==> config.mk <==
export PLATFORM = sky130hd
export DESIGN_NAME = mseq_gen_flat
export DESIGN_NICKNAME = d
export VERILOG_FILES = /design/src/rtl/mseq_pkg.sv /design/src/rtl/mseq_gen_if.sv /design/src/rtl/mseq_pack.sv /design/src/rtl/mseq_gen.sv /design/src/flat_wrapper.sv
export SDC_FILE = /design/constraint.sdc
export NUM_CORES = 1
export LEC_CHECK = 0
export BUFFER_PORTS_ARGS = -buffer_cell sky130_fd_sc_hd__buf_2
export CORE_UTILIZATION = 39
export DETAILED_ROUTE_END_ITERATION = 10
export SETUP_SLACK_MARGIN = 0.1
export SLEW_MARGIN = 5
export SYNTH_ARGS = -nofsm -noshare
export SYNTH_HDL_FRONTEND = slang
export SYNTH_HIERARCHICAL = 1
export SYNTH_SLANG_ARGS = --single-unit
==> constraint.sdc <==
create_clock -name CLK_50MHZ -period 1.84 [get_ports CLK_50MHZ]
set_input_delay 0.368 -clock CLK_50MHZ [delete_from_list [all_inputs] [get_ports CLK_50MHZ]]
set_output_delay 0.368 -clock CLK_50MHZ [all_outputs]
set_load 0.02 [all_outputs]
==> src/rtl/mseq_pkg.sv <==
// Shared constants for the m-sequence generator: default polynomial/seed and packer byte width.
package mseq_pkg;
  localparam int          PACK_W   = 8;
  localparam logic [4:0]  DEF_TAPS = 5'b11101;
  localparam logic [4:0]  DEF_SEED = 5'b10101;
endpackage

==> src/rtl/mseq_gen_if.sv <==
// Control and observation bundle of mseq_gen; master drives control, slave produces the sequence.
interface mseq_gen_if
  import mseq_pkg::*;
#(
  parameter int WIDTH = 5
);
  logic              en;
  logic              load;
  logic [WIDTH-1:0]  load_phase;
  logic [WIDTH-1:0]  load_type;
  logic              out_fun;
  logic [WIDTH-1:0]  state;
  logic              frame_start;
  logic [WIDTH-1:0]  period_len;
  logic [PACK_W-1:0] data;
  logic              data_valid;
  logic              lockup;

  modport master (
    output en, load, load_phase, load_type,
    input  out_fun, state, frame_start, period_len, data, data_valid, lockup
  );

  modport slave (
    input  en, load, load_phase, load_type,
    output out_fun, state, frame_start, period_len, data, data_valid, lockup
  );
endinterface

==> src/rtl/mseq_pack.sv <==
// Serial-to-byte packer: first shifted bit lands in the MSB; data/data_valid register one cycle
// after the byte-completing shift. clear restarts byte alignment without touching the last byte.
module mseq_pack
  import mseq_pkg::*;
(
  input  logic              clk,
  input  logic              rst,
  input  logic              clear,
  input  logic              shift_en,
  input  logic              bit_in,
  output logic [PACK_W-1:0] data,
  output logic              data_valid
);
  localparam int CW = $clog2(PACK_W);

  logic [PACK_W-1:0] sreg_q, sreg_d, data_q, data_d;
  logic [CW-1:0]     cnt_q, cnt_d;
  logic              vld_q, vld_d;

  always_comb begin
    sreg_d = sreg_q;
    cnt_d  = cnt_q;
    data_d = data_q;
    vld_d  = 1'b0;
    if (clear) begin
      cnt_d = '0;
    end else if (shift_en) begin
      sreg_d = {sreg_q[PACK_W-2:0], bit_in};
      cnt_d  = cnt_q + 1'b1;
      if (cnt_q == CW'(PACK_W - 1)) begin
        data_d = sreg_d;
        vld_d  = 1'b1;
      end
    end
  end

  always_ff @(posedge clk) begin
    if (rst) begin
      sreg_q <= '0;
      cnt_q  <= '0;
      data_q <= '0;
      vld_q  <= 1'b0;
    end else begin
      sreg_q <= sreg_d;
      cnt_q  <= cnt_d;
      data_q <= data_d;
      vld_q  <= vld_d;
    end
  end

  assign data       = data_q;
  assign data_valid = vld_q;
endmodule

==> src/rtl/mseq_gen.sv <==
// Loadable Fibonacci LFSR with period measurement, all-zero lockup recovery and byte packing.
// All outputs are registered; en=0 freezes the whole datapath.
module mseq_gen
  import mseq_pkg::*;
#(
  parameter int               WIDTH = 5,
  parameter logic [WIDTH-1:0] TAPS  = WIDTH'(DEF_TAPS),
  parameter logic [WIDTH-1:0] SEED  = WIDTH'(DEF_SEED)
) (
  input logic       CLK_50MHZ,
  input logic       RST,
  mseq_gen_if.slave bus
);
  logic [WIDTH-1:0]  state_q, state_d, start_q, start_d, type_q, type_d;
  logic [WIDTH-1:0]  cnt_q, cnt_d, period_q, period_d;
  logic              frame_q, frame_d, lockup_q, lockup_d;
  logic [WIDTH-1:0]  nxt, ld_phase;
  logic              fb, adv;
  logic [PACK_W-1:0] pk_data;
  logic              pk_vld;

  assign fb       = ^(state_q & type_q);
  assign nxt      = {state_q[WIDTH-2:0], fb};
  assign ld_phase = (bus.load_phase == '0) ? SEED : bus.load_phase;
  // Recovering from the all-zero state is not an advance: no shift into the packer.
  assign adv      = bus.en && !bus.load && (state_q != '0);

  always_comb begin
    state_d  = state_q;
    start_d  = start_q;
    type_d   = type_q;
    cnt_d    = cnt_q;
    period_d = period_q;
    lockup_d = lockup_q;
    frame_d  = 1'b0;
    if (bus.load) begin
      state_d  = ld_phase;
      start_d  = ld_phase;
      type_d   = bus.load_type;
      cnt_d    = '0;
      lockup_d = 1'b0;
    end else if (bus.en) begin
      if (state_q == '0) begin
        state_d  = start_q;
        lockup_d = 1'b1;
        cnt_d    = '0;
      end else begin
        state_d = nxt;
        if (nxt == start_q) begin
          frame_d  = 1'b1;
          period_d = cnt_q + 1'b1;
          cnt_d    = '0;
        end else begin
          cnt_d = cnt_q + 1'b1;
        end
      end
    end
  end

  always_ff @(posedge CLK_50MHZ) begin
    if (RST) begin
      state_q  <= SEED;
      start_q  <= SEED;
      type_q   <= TAPS;
      cnt_q    <= '0;
      period_q <= '0;
      frame_q  <= 1'b0;
      lockup_q <= 1'b0;
    end else begin
      state_q  <= state_d;
      start_q  <= start_d;
      type_q   <= type_d;
      cnt_q    <= cnt_d;
      period_q <= period_d;
      frame_q  <= frame_d;
      lockup_q <= lockup_d;
    end
  end

  mseq_pack u_pack (
    .clk        (CLK_50MHZ),
    .rst        (RST),
    .clear      (bus.load),
    .shift_en   (adv),
    .bit_in     (state_q[WIDTH-1]),
    .data       (pk_data),
    .data_valid (pk_vld)
  );

  assign bus.out_fun     = state_q[WIDTH-1];
  assign bus.state       = state_q;
  assign bus.frame_start = frame_q;
  assign bus.period_len  = period_q;
  assign bus.data        = pk_data;
  assign bus.data_valid  = pk_vld;
  assign bus.lockup      = lockup_q;
endmodule

==> src/flat_wrapper.sv <==
// flat-port wrapper written by rule: the top's interface ports become plain ports
module mseq_gen_flat import mseq_pkg::*;
#(
  parameter int               WIDTH = 5,
  parameter logic [WIDTH-1:0] TAPS  = WIDTH'(DEF_TAPS),
  parameter logic [WIDTH-1:0] SEED  = WIDTH'(DEF_SEED)
)
  (CLK_50MHZ, RST, bus_en, bus_load, bus_load_phase, bus_load_type, bus_out_fun, bus_state, bus_frame_start, bus_period_len, bus_data, bus_data_valid, bus_lockup);
  mseq_gen_if #(.WIDTH(WIDTH)) bus_i ();
  input logic CLK_50MHZ;
  input logic RST;
  input wire logic [$bits(bus_i.en)-1:0] bus_en;
  input wire logic [$bits(bus_i.load)-1:0] bus_load;
  input wire logic [$bits(bus_i.load_phase)-1:0] bus_load_phase;
  input wire logic [$bits(bus_i.load_type)-1:0] bus_load_type;
  output wire logic [$bits(bus_i.out_fun)-1:0] bus_out_fun;
  output wire logic [$bits(bus_i.state)-1:0] bus_state;
  output wire logic [$bits(bus_i.frame_start)-1:0] bus_frame_start;
  output wire logic [$bits(bus_i.period_len)-1:0] bus_period_len;
  output wire logic [$bits(bus_i.data)-1:0] bus_data;
  output wire logic [$bits(bus_i.data_valid)-1:0] bus_data_valid;
  output wire logic [$bits(bus_i.lockup)-1:0] bus_lockup;
  assign bus_i.en = bus_en;
  assign bus_i.load = bus_load;
  assign bus_i.load_phase = bus_load_phase;
  assign bus_i.load_type = bus_load_type;
  assign bus_out_fun = bus_i.out_fun;
  assign bus_state = bus_i.state;
  assign bus_frame_start = bus_i.frame_start;
  assign bus_period_len = bus_i.period_len;
  assign bus_data = bus_i.data;
  assign bus_data_valid = bus_i.data_valid;
  assign bus_lockup = bus_i.lockup;
  mseq_gen #(.WIDTH(WIDTH), .TAPS(TAPS), .SEED(SEED)) u_core (.CLK_50MHZ(CLK_50MHZ), .RST(RST), .bus(bus_i));
endmodule
# After elaboration in Yosys (flattened, before gate mapping)

Index checks and enable logic that the tools add are counted.

Register bits: 46
Bits of input ports: 14
Output and inout bits: 22

Add/subtract/negate cells: 2
Equality and inequality tests: 2
Mux-type cells: 8
Bitwise gates (word level): 5
Reduce and logical (&&, ||, !) cells: 15

Operator list:

| operator            | count |
|---|---|
| $mux 5              | 6 |
| $logic_not 5->1     | 2 |
| $add 5x1->5 const B | 1 |
| $and 5x5->5         | 1 |
| $eq 5x5->1          | 1 |
| $reduce_bool 5->1   | 1 |
| $reduce_xor 5->1    | 1 |
| $not 1->1           | 4 |
| $reduce_and 2->1    | 2 |
| $reduce_and 4->1    | 1 |
| $reduce_or 4->1     | 1 |
| $add 3x1->3 const B | 1 |
| $eq 3x3->1 const B  | 1 |
| $reduce_and 3->1    | 1 |
| $reduce_or 3->1     | 1 |
| $logic_and 1x1->1   | 2 |
| $mux 1              | 2 |
| $reduce_bool 2->1   | 1 |
| $reduce_or 2->1     | 1 |
| $logic_not 1->1     | 1 |

# Depth between registers and ports, before layout

Gate-level depths: netlist of the first run.

Depth after elaboration: 5
Depth in mapped cells: 9

# By module

Netlist of the first run, hierarchy kept.

Modules (own cells, without submodules):

| module    | instances | cells each | area each (µm²) | sequential area each (µm²) |
|---|---|---|---|---|
| mseq_gen  | 1         | 152        | 1375.1          | 540.5 |
| mseq_pack | 1         | 81         | 744.5           | 380.4 |

# Worst setup path before layout of the first run

OpenSTA, ideal clock, no wires.

Path kind: register to register
Start point: register u_core.state_q[0], in the netlist u_core/bus.state[0]
End point: register u_core.u_pack.data_q[0], in the netlist u_core/u_pack/data[0]
Library setup time: 0.121 ns
Arrival: 1.711 ns
Data required time: 1.719 ns
Slack: 0.008 ns
Stages on the path, launching flop included: 10
Period minus slack after synthesis: 1.832 ns
Cells stage by stage: dfxtp_1 -> nor3_1 -> nand2_1 -> nand2b_1 -> inv_1 -> buf_6 -> and3b_1 -> buf_6 -> nand2_1 -> a21oi_2

Longest elaborated chain between the ends: 3

RTL lines:

| what                       | RTL line        | source |
|---|---|---|
| start: declaration         | mseq_gen.sv:14  | `logic [WIDTH-1:0] state_q, state_d, start_q, start_d, type_q, type_d;` |
| start signal: assignment   | mseq_gen.sv:70  | `state_q <= state_d;` |
| $reduce_bool 5->1          | mseq_gen.sv:26  | `assign adv = bus.en && !bus.load && (state_q != '0);` |
| $logic_and 1x1->1          | mseq_gen.sv:26  |  |
| named net u_core.adv       | mseq_gen.sv:18  | `logic fb, adv;` |
| $reduce_and 3->1 (no line) | -               |  |
| end signal: assignment     | mseq_pack.sv:46 | `data_q <= data_d;` |
| end: declaration           | mseq_pack.sv:16 | `logic [PACK_W-1:0] sreg_q, sreg_d, data_q, data_d;` |

The timed path passes the listed nets, and every way through them passes these cells.
A chain may end at the register's enable or synchronous reset.

# Worst setup path in the final report of the first run

Start point: register u_core.state_q[2], in the netlist u_core/bus.state[2]
End point: register u_core.period_q[4], in the netlist u_core/bus.period_len[4]

Longest elaborated chain between the ends: 4
Elaborated cells on any way between the ends: 6
Those cells by class: 1 x eq/ne; 2 x bitwise; 3 x reduce/logical

RTL lines:

| what                           | RTL line       | source |
|---|---|---|
| $and 5x5->5                    | mseq_gen.sv:22 | `assign fb = ^(state_q & type_q);` |
| $reduce_xor 5->1               | mseq_gen.sv:22 |  |
| $eq 5x5->1                     | mseq_gen.sv:49 | `if (nxt == start_q) begin` |
| $reduce_and 4->1 (no line) (*) | -              |  |
| end signal: assignment         | mseq_gen.sv:74 | `period_q <= period_d;` |
| end: declaration               | mseq_gen.sv:15 | `logic [WIDTH-1:0] cnt_q, cnt_d, period_q, period_d;` |

Every way passes the cells marked *; elsewhere a longest branch is shown, timed or not.

==> results of run 1 <==
## area by class of cell
class                      count  area, um2
tap                           70       87.6
clock inverter                 3       25.0
clock buffer                   5       68.8
fill                         493       2640
multi-input combinational    171       1160
sequential                    46        931
timing repair buffer          44        243
inverter                       5       18.8
## final timing paths
kind                                start  slack (ns)                       end
setup reg to reg      u_core/bus.state[2]        0.12  u_core/bus.period_len[4]
setup / recovery      u_core/bus.state[2]        0.12  u_core/bus.period_len[4]
hold reg to reg   u_core/u_pack/sreg_q[6]        0.46   u_core/u_pack/sreg_q[6]
hold / removal           bus_load_type[2]        0.27          u_core/type_q[2]
## per-stage QoR
step | hold slack, ns | std cells
6_report | 0.275 | 344
5_1_grt | 0.271 | 344
4_1_cts | 0.266 | 341
3_5_place_dp | 0.449 | 333
3_3_place_gp | 0.443 | 333
2_1_floorplan | 0.432 | 233
## timing repair
item | in CTS | in global routing
pin swaps | 0 | 1
gates cloned | 0 | 1
resized for setup | 1 | 6
buffers inserted | 0 | 2
hold endpoints to repair | 0 | 0
setup endpoints to repair | 1 | 10
## logic make-up (layout without fill, tap and decap cells)
family                     count (synthesis)  after routing  synth area share (%)
and+or+nand+nor                           93             93                  22.0
adders and majority gates                  3              3                  1.77
muxes                                      9              9                  4.25
DFF                                       46             46                  43.4
xor gates and xnor gates                  14             15                  8.56
AOI/OAI and AO/OA                         51             51                  15.9
buffers and inverters                     17             57                  4.07
## metal layers
layer  share of wire, %  wire length [um]  vias up
met4                1.4                61        0
met3                4.5               203        7
met2                 45              2010       41
met1                 49              2220      791
met5                  0                 0        -
li1                   -                 -      883
## state kept, by name, summed over array words and instances (netlist names)
name,cells
u_core/u_pack/data,8
u_core/u_pack/sreg_q,7
u_core/bus.period_len,5
u_core/bus.state,5
u_core/cnt_q,5
u_core/start_q,5
u_core/type_q,5
u_core/u_pack/cnt_q,3
u_core/bus.frame_start,1
u_core/bus.lockup,1
u_core/u_pack/data_valid,1
## where the power goes
group          switching, mW  internal (mW)
clock                  0.364          0.274
sequential            0.0270           1.02
combinational          0.235          0.172
## synth_stat cells, types with 3 or more instances
cell type | count | share of area, %
dfxtp_1 | 46 | 43
nor2_1 | 17 | 3.0
nor4_1 | 3 | 0.89
a21oi_2 | 8 | 3.3
nand2_1 | 39 | 6.9
ha_1 | 3 | 1.8
buf_2 | 3 | 0.71
a31oi_1 | 5 | 1.5
o31ai_1 | 3 | 1.1
o21ai_0 | 7 | 1.7
a211oi_2 | 3 | 1.8
inv_1 | 5 | 0.89
xnor2_1 | 9 | 3.7
nor3_1 | 7 | 1.7
nand2b_1 | 9 | 2.7
nor3b_1 | 3 | 1.1
clkbuf_1 | 4 | 0.71
mux2i_1 | 9 | 4.3
a21oi_1 | 18 | 4.3
## worst min-delay path: cells and delay by family
family	cells	cell delay, ns
mux	1	0.05
buf+inv	1	0.07
simple gates	1	0.05
==> results by group, run 1 <==
Run status
  – Status: completed

Die
  – Die H: 75.7 um
  – Core ar.: 5170 um2
  – Row count: 26
  – Die area: 5730 um2
  – Die width: approximately 76 um
  – Initial core utilization: 41.0%
  – Number of top-level pins: 36

Clocking
  – CTS max path bufs: 2
  – CTS sink count: 46
  – CTS Hold Bufs: 0
  – H-tree depth: 2
  – Root Buffer Master: clkbuf_8
  – Worst skew pair latency: about 0.30 ns
  – CTS tree: built
  – Clk slew on worst S/H paths: around 0.090 ns
  – CTS Buf Count: 5

Setup path
  – Startpoint types: flop
  – Critical path, cell by cell: nand2_2 > xnor3_4 > xor2_2 > nor4_2 > nor3_1
  – Crit path depth: 5
  – CP endpoint kind: flop
  – Critical path's slowest cell: xnor3_4
  – CP Data Required Time: 2.02 ns
  – CP Buf/Inv Count: 0
  – Setup CP Type: reg -> reg
  – Crit path max fanout: 4
  – CP top delay family: XOR/XNOR gates
  – CP arrival: 1.90 ns
  – R2R depth: 5
  – Max incr delay on CP: 0.59 ns

Timing
  – Setup TNS: 0 ns
  – Fmax: 582 MHz
  – Final Hold Fails: 0
  – Final Critical Period: 1.72 ns
  – Worst-margin pin slew: 0.339 ns
  – Final worst path period share: 93.4%
  – Final-report max-slew violation count: 0
  – RSZ-0062 raised after global routing: true
  – Clock skew: 0.00764 ns
  – Rel. slew slack: 77.2%
  – # setup viols final: 0
  – Fin worst setup slack: 0.122 ns

Global routing
  – Met1 Use GR: 23.5%
  – Grt met2 use: 24.6%
  – Gr usage total: between 10% and 20%
  – Pin count of the biggest net entering global routing: 27
  – GRT busiest layer: met2
  – Global route overflow: 0
  – Vias in the first global route: 1489
  – First-pass GRT wire length: between 7 and 8 mm
  – Initial antenna violation count: 0
  – Grt met3 use: 4.50%

Final layout
  – Design area: 2540 um2
  – Most common cell after layout, fill and taps aside: dfxtp_1
  – Area Overhead vs Synth: 19.7%
  – Diode count: 0
  – Layout cells sized above 1: 30.3%
  – Most frequent cells in the layout: dfxtp_1, nand2_1, buf_2, a21oi_1, nor2_1
  – Final nets: 290
  – Finished Core Util: between 40% and 50%

Run
  – Max-cap violations: 0

Drt
  – Remaining DRCs: 0
  – DR vias: between 1500 and 2000
  – Drt pass-1 iters: 4
  – DRT iter0 DRCs: about 90
  – Final antenna-violating net count: 0
  – DR vias/cell: 5.01
  – Drt wl/cell: 13.1 um
  – Drt total wl: 4.50 mm

Placement
  – Pre-CTS setup slack: 0.0734 ns
  – Number of port buffers: 35
  – Routability congestion estimate: 0.816
  – Hpwl dp: 3.21 mm
  – Placed cell areas: around 2400 um2

Yosys
  – Sequential fraction of the synthesis area: 43.4%
  – Asr flop ratio synth: 0%
  – Yosys cell types: 44
  – Cells after synthesis: between 200 and 250
  – Most common flop cell mapped by yosys: dfxtp_1
  – Net Count, Synth: 250
  – Yosys Warn Count: 6
  – Avg Cell Area, Syn: 9.10 um2
  – #FFs+latches synth: 46
  – Post-synth EDFFs: 0
  – Cell area after synthesis: 2120 um2

Power and ir drop
  – PD cells: between 800 and 900 nW/um2
  – Leak: between 1 and 1.5 nW
  – PnR Total Power: 2.10 mW
  – Maximum vdd ir drop: 0.344 mV

Min path
  – Type of the worst min-delay path: in -> reg
  – Hold Path Stages: 3
Note: power is estimated with default switching activity, not from simulation.
==> run 2, diff against run 1 <==
--- a/config.mk
+++ b/config.mk
@@ -6,8 +6,9 @@
 export NUM_CORES = 1
 export LEC_CHECK = 0
 export BUFFER_PORTS_ARGS = -buffer_cell sky130_fd_sc_hd__buf_2
-export CORE_UTILIZATION = 39
+export CORE_UTILIZATION = 50
 export DETAILED_ROUTE_END_ITERATION = 10
+export PLACE_DENSITY = 0.75
 export SETUP_SLACK_MARGIN = 0.1
 export SLEW_MARGIN = 5
 export SYNTH_ARGS = -nofsm -noshare
==> run 2 against run 1 <==
Compared with the run above: setup slack got worse by 0.022 ns; power increased by 3.7%; hold slack improved by 0.017 ns; cell count decreased by 6.4%; flip-flop and latch count unchanged; first-iteration DRC count decreased by 3.4%; global-route usage increased by 5.1 points; fmax decreased by 1.3%; routed wire length decreased by 3.4%; die area decreased by 21%; clock skew about the same; cell area decreased by 0.84%.
==> results by group, run 2 (same netlist as run 1, synthesis figures left out) <==
Run status
  – Status: completed

Setup path
  – Startpoint types: flop
  – Reg2reg end: u_core/bus.period_len[4]
  – Max incr delay on CP: 0.49 ns
  – CP endpoint kind: flop
  – Setup CP Type: reg -> reg
  – Worst Setup SP: u_core/bus.state[0]
  – CP arrival: 1.91 ns
  – CP top delay family: XOR/XNOR gates
  – Crit path max fanout: 6
  – R2R depth: 5
  – Crit path depth: 5
  – CP Data Required Time: 2.01 ns
  – Setup crit end: u_core/bus.period_len[4]
  – CP Buf/Inv Count: 0
  – Critical path's slowest cell: xnor3_2
  – R2R setup slack: 0.1 ns
  – Reg-to-Reg Start: u_core/bus.state[0]
  – Critical path, cell by cell: and2_4 > xnor3_2 > xor2_4 > nor4_2 > nor3_1

Timing
  – Final-report max-slew violation count: 0
  – Final Hold Fails: 0
  – RSZ-0062 raised after global routing: true
  – Worst-margin pin slew: 0.350 ns
  – Min Hold Slack: just under 0.3 ns
  – Clock skew: 0.00752 ns
  – Final Critical Period: 1.74 ns
  – Fin worst setup slack: between 0.09 and 0.1 ns
  – Final worst path period share: 94.6%
  – # setup viols final: 0
  – Setup TNS: 0 ns
  – Fmax: 575 MHz
  – Rel. slew slack: 76.6%

Min path
  – Hold_sp: bus_load_type[4]
  – Type of the worst min-delay path: in -> reg

Power and ir drop
  – PD cells: 865 nW/um2
  – Leak: 1.04 nW
  – Int Power: 1.58 mW
  – PnR Total Power: 2.17 mW
  – Sw frac: between 20% and 30%
  – Part of the power in combinational logic: 18.9%
  – Flop pwr share: about 49%
  – Maximum vdd ir drop: 0.520 mV
  – NetSw: 0.595 mW
  – Clk pwr share: 32.6%

Clocking
  – CTS Hold Bufs: 0
  – H-tree depth: 2
  – CTS sink count: 46
  – Clk slew on worst S/H paths: approximately 0.08 ns
  – Root Buffer Master: clkbuf_8
  – CTS tree: built
  – Worst skew pair latency: ~0.30 ns
  – CTS Buf Count: 5
  – CTS max path bufs: 2

Die
  – Number of top-level pins: 36
  – Core ar.: around 4000 um2
  – Die width: 67.1 um
  – Die area: 4500 um2
  – Row count: 23
  – Initial core utilization: 52.6%
  – Die H: ~67 um

Final layout
  – Diode count: 0
  – Final nets: 288
  – Area Overhead vs Synth: 18.7%
  – Max reg flops: 8
  – Most common cell after layout, fill and taps aside: dfxtp_1
  – Layout cells sized above 1: 30.1%
  – Most frequent cells in the layout: dfxtp_1, nand2_1, buf_2, a21oi_1, nor2_1
  – Finished Core Util: 62.4%

Placement
  – Routability congestion estimate: slightly below 0.9
  – Pre-CTS setup slack: 0.141 ns
  – Hpwl dp: a little over 3 mm
  – Number of port buffers: 35

Global routing
  – Vias in the first global route: 1556
  – First-pass GRT wire length: 7.33 mm
  – Global route overflow: 0
  – Initial antenna violation count: 0
  – Gr usage total: 21.9%
  – Pin count of the biggest net entering global routing: 27

Drt
  – Final antenna-violating net count: 0
  – Drt wl/cell: 13.5 um
  – DRT iter0 DRCs: 85
  – DR vias: ~1700
  – DR vias/cell: between 5 and 6
  – Drt total wl: 4.35 mm
  – Remaining DRCs: 0
  – Drt pass-1 iters: 4

Run
  – Max-cap violations: 0
run 2: routing by layer:
layer / up-vias / part of all wire [%] / track usage [%] / wire [um]
li1: 876 / - / - / -
met1: 767 / 48 / 29.6 / 2070
met2: 40 / 46 / 33.3 / 2020
met3: 7 / 4.4 / 4.62 / 191
met4: 0 / 1.6 / 9.57 / 69
met5: - / 0 / 0 / 0
run 2: power groups by stage:
stage	Combinational, mW	Clock (mW)	Sequential, mW
3_5_place_dp	0.348	0	1.08
5_1_grt	0.445	0.766	1.06
3_3_place_gp	0.347	0	1.08
4_1_cts	0.401	0.723	1.06
2_1_floorplan	0.260	0	1.09
6_report	0.411	0.708	1.06
run 2: worst min-delay path by stage:
| stage | depth (start not counted) | to | slack [ns] |
|---|---|---|---|
| 2_1_floorplan | 2 | u_core/type_q[0] | 0.43 |
| 3_3_place_gp | 2 | u_core/u_pack/sreg_q[6] | 0.45 |
| 3_5_place_dp | 2 | u_core/u_pack/sreg_q[6] | 0.45 |
| 4_1_cts | 3 | u_core/type_q[3] | 0.29 |
| 5_1_grt | 3 | u_core/type_q[3] | 0.28 |
| 6_report | 3 | u_core/type_q[4] | 0.29 |
run 2: layout make-up:
type                       instances  area [um2]
fill                             361        1510
multi-input combinational        171        1170
timing repair buffer              42         228
inverter                           5        18.8
tap                               50        62.6
sequential                        46         928
clock buffer                       8         110
run 2: per-stage QoR:
step	cells	instance area (um2)
floorplan	233	2140
global placement	312	2350
detailed placement	312	2350
CTS	321	2500
global route	322	2510
finish	322	2510
run 2: repair_timing:
action                                  4_1_cts  5_1_grt
endpoints found under the hold margin         0        0
pin swaps                                     2        6
endpoints found under the setup margin        2        9
buffers inserted                              0        1
gates resized for setup                       4        2
cloned                                        1        0
run 2: tightest hold or removal path: cells and delay by family:
kind          cells  cell delay [ns]
simple gates      1             0.06
mux               1             0.06
buf+inv           1             0.07
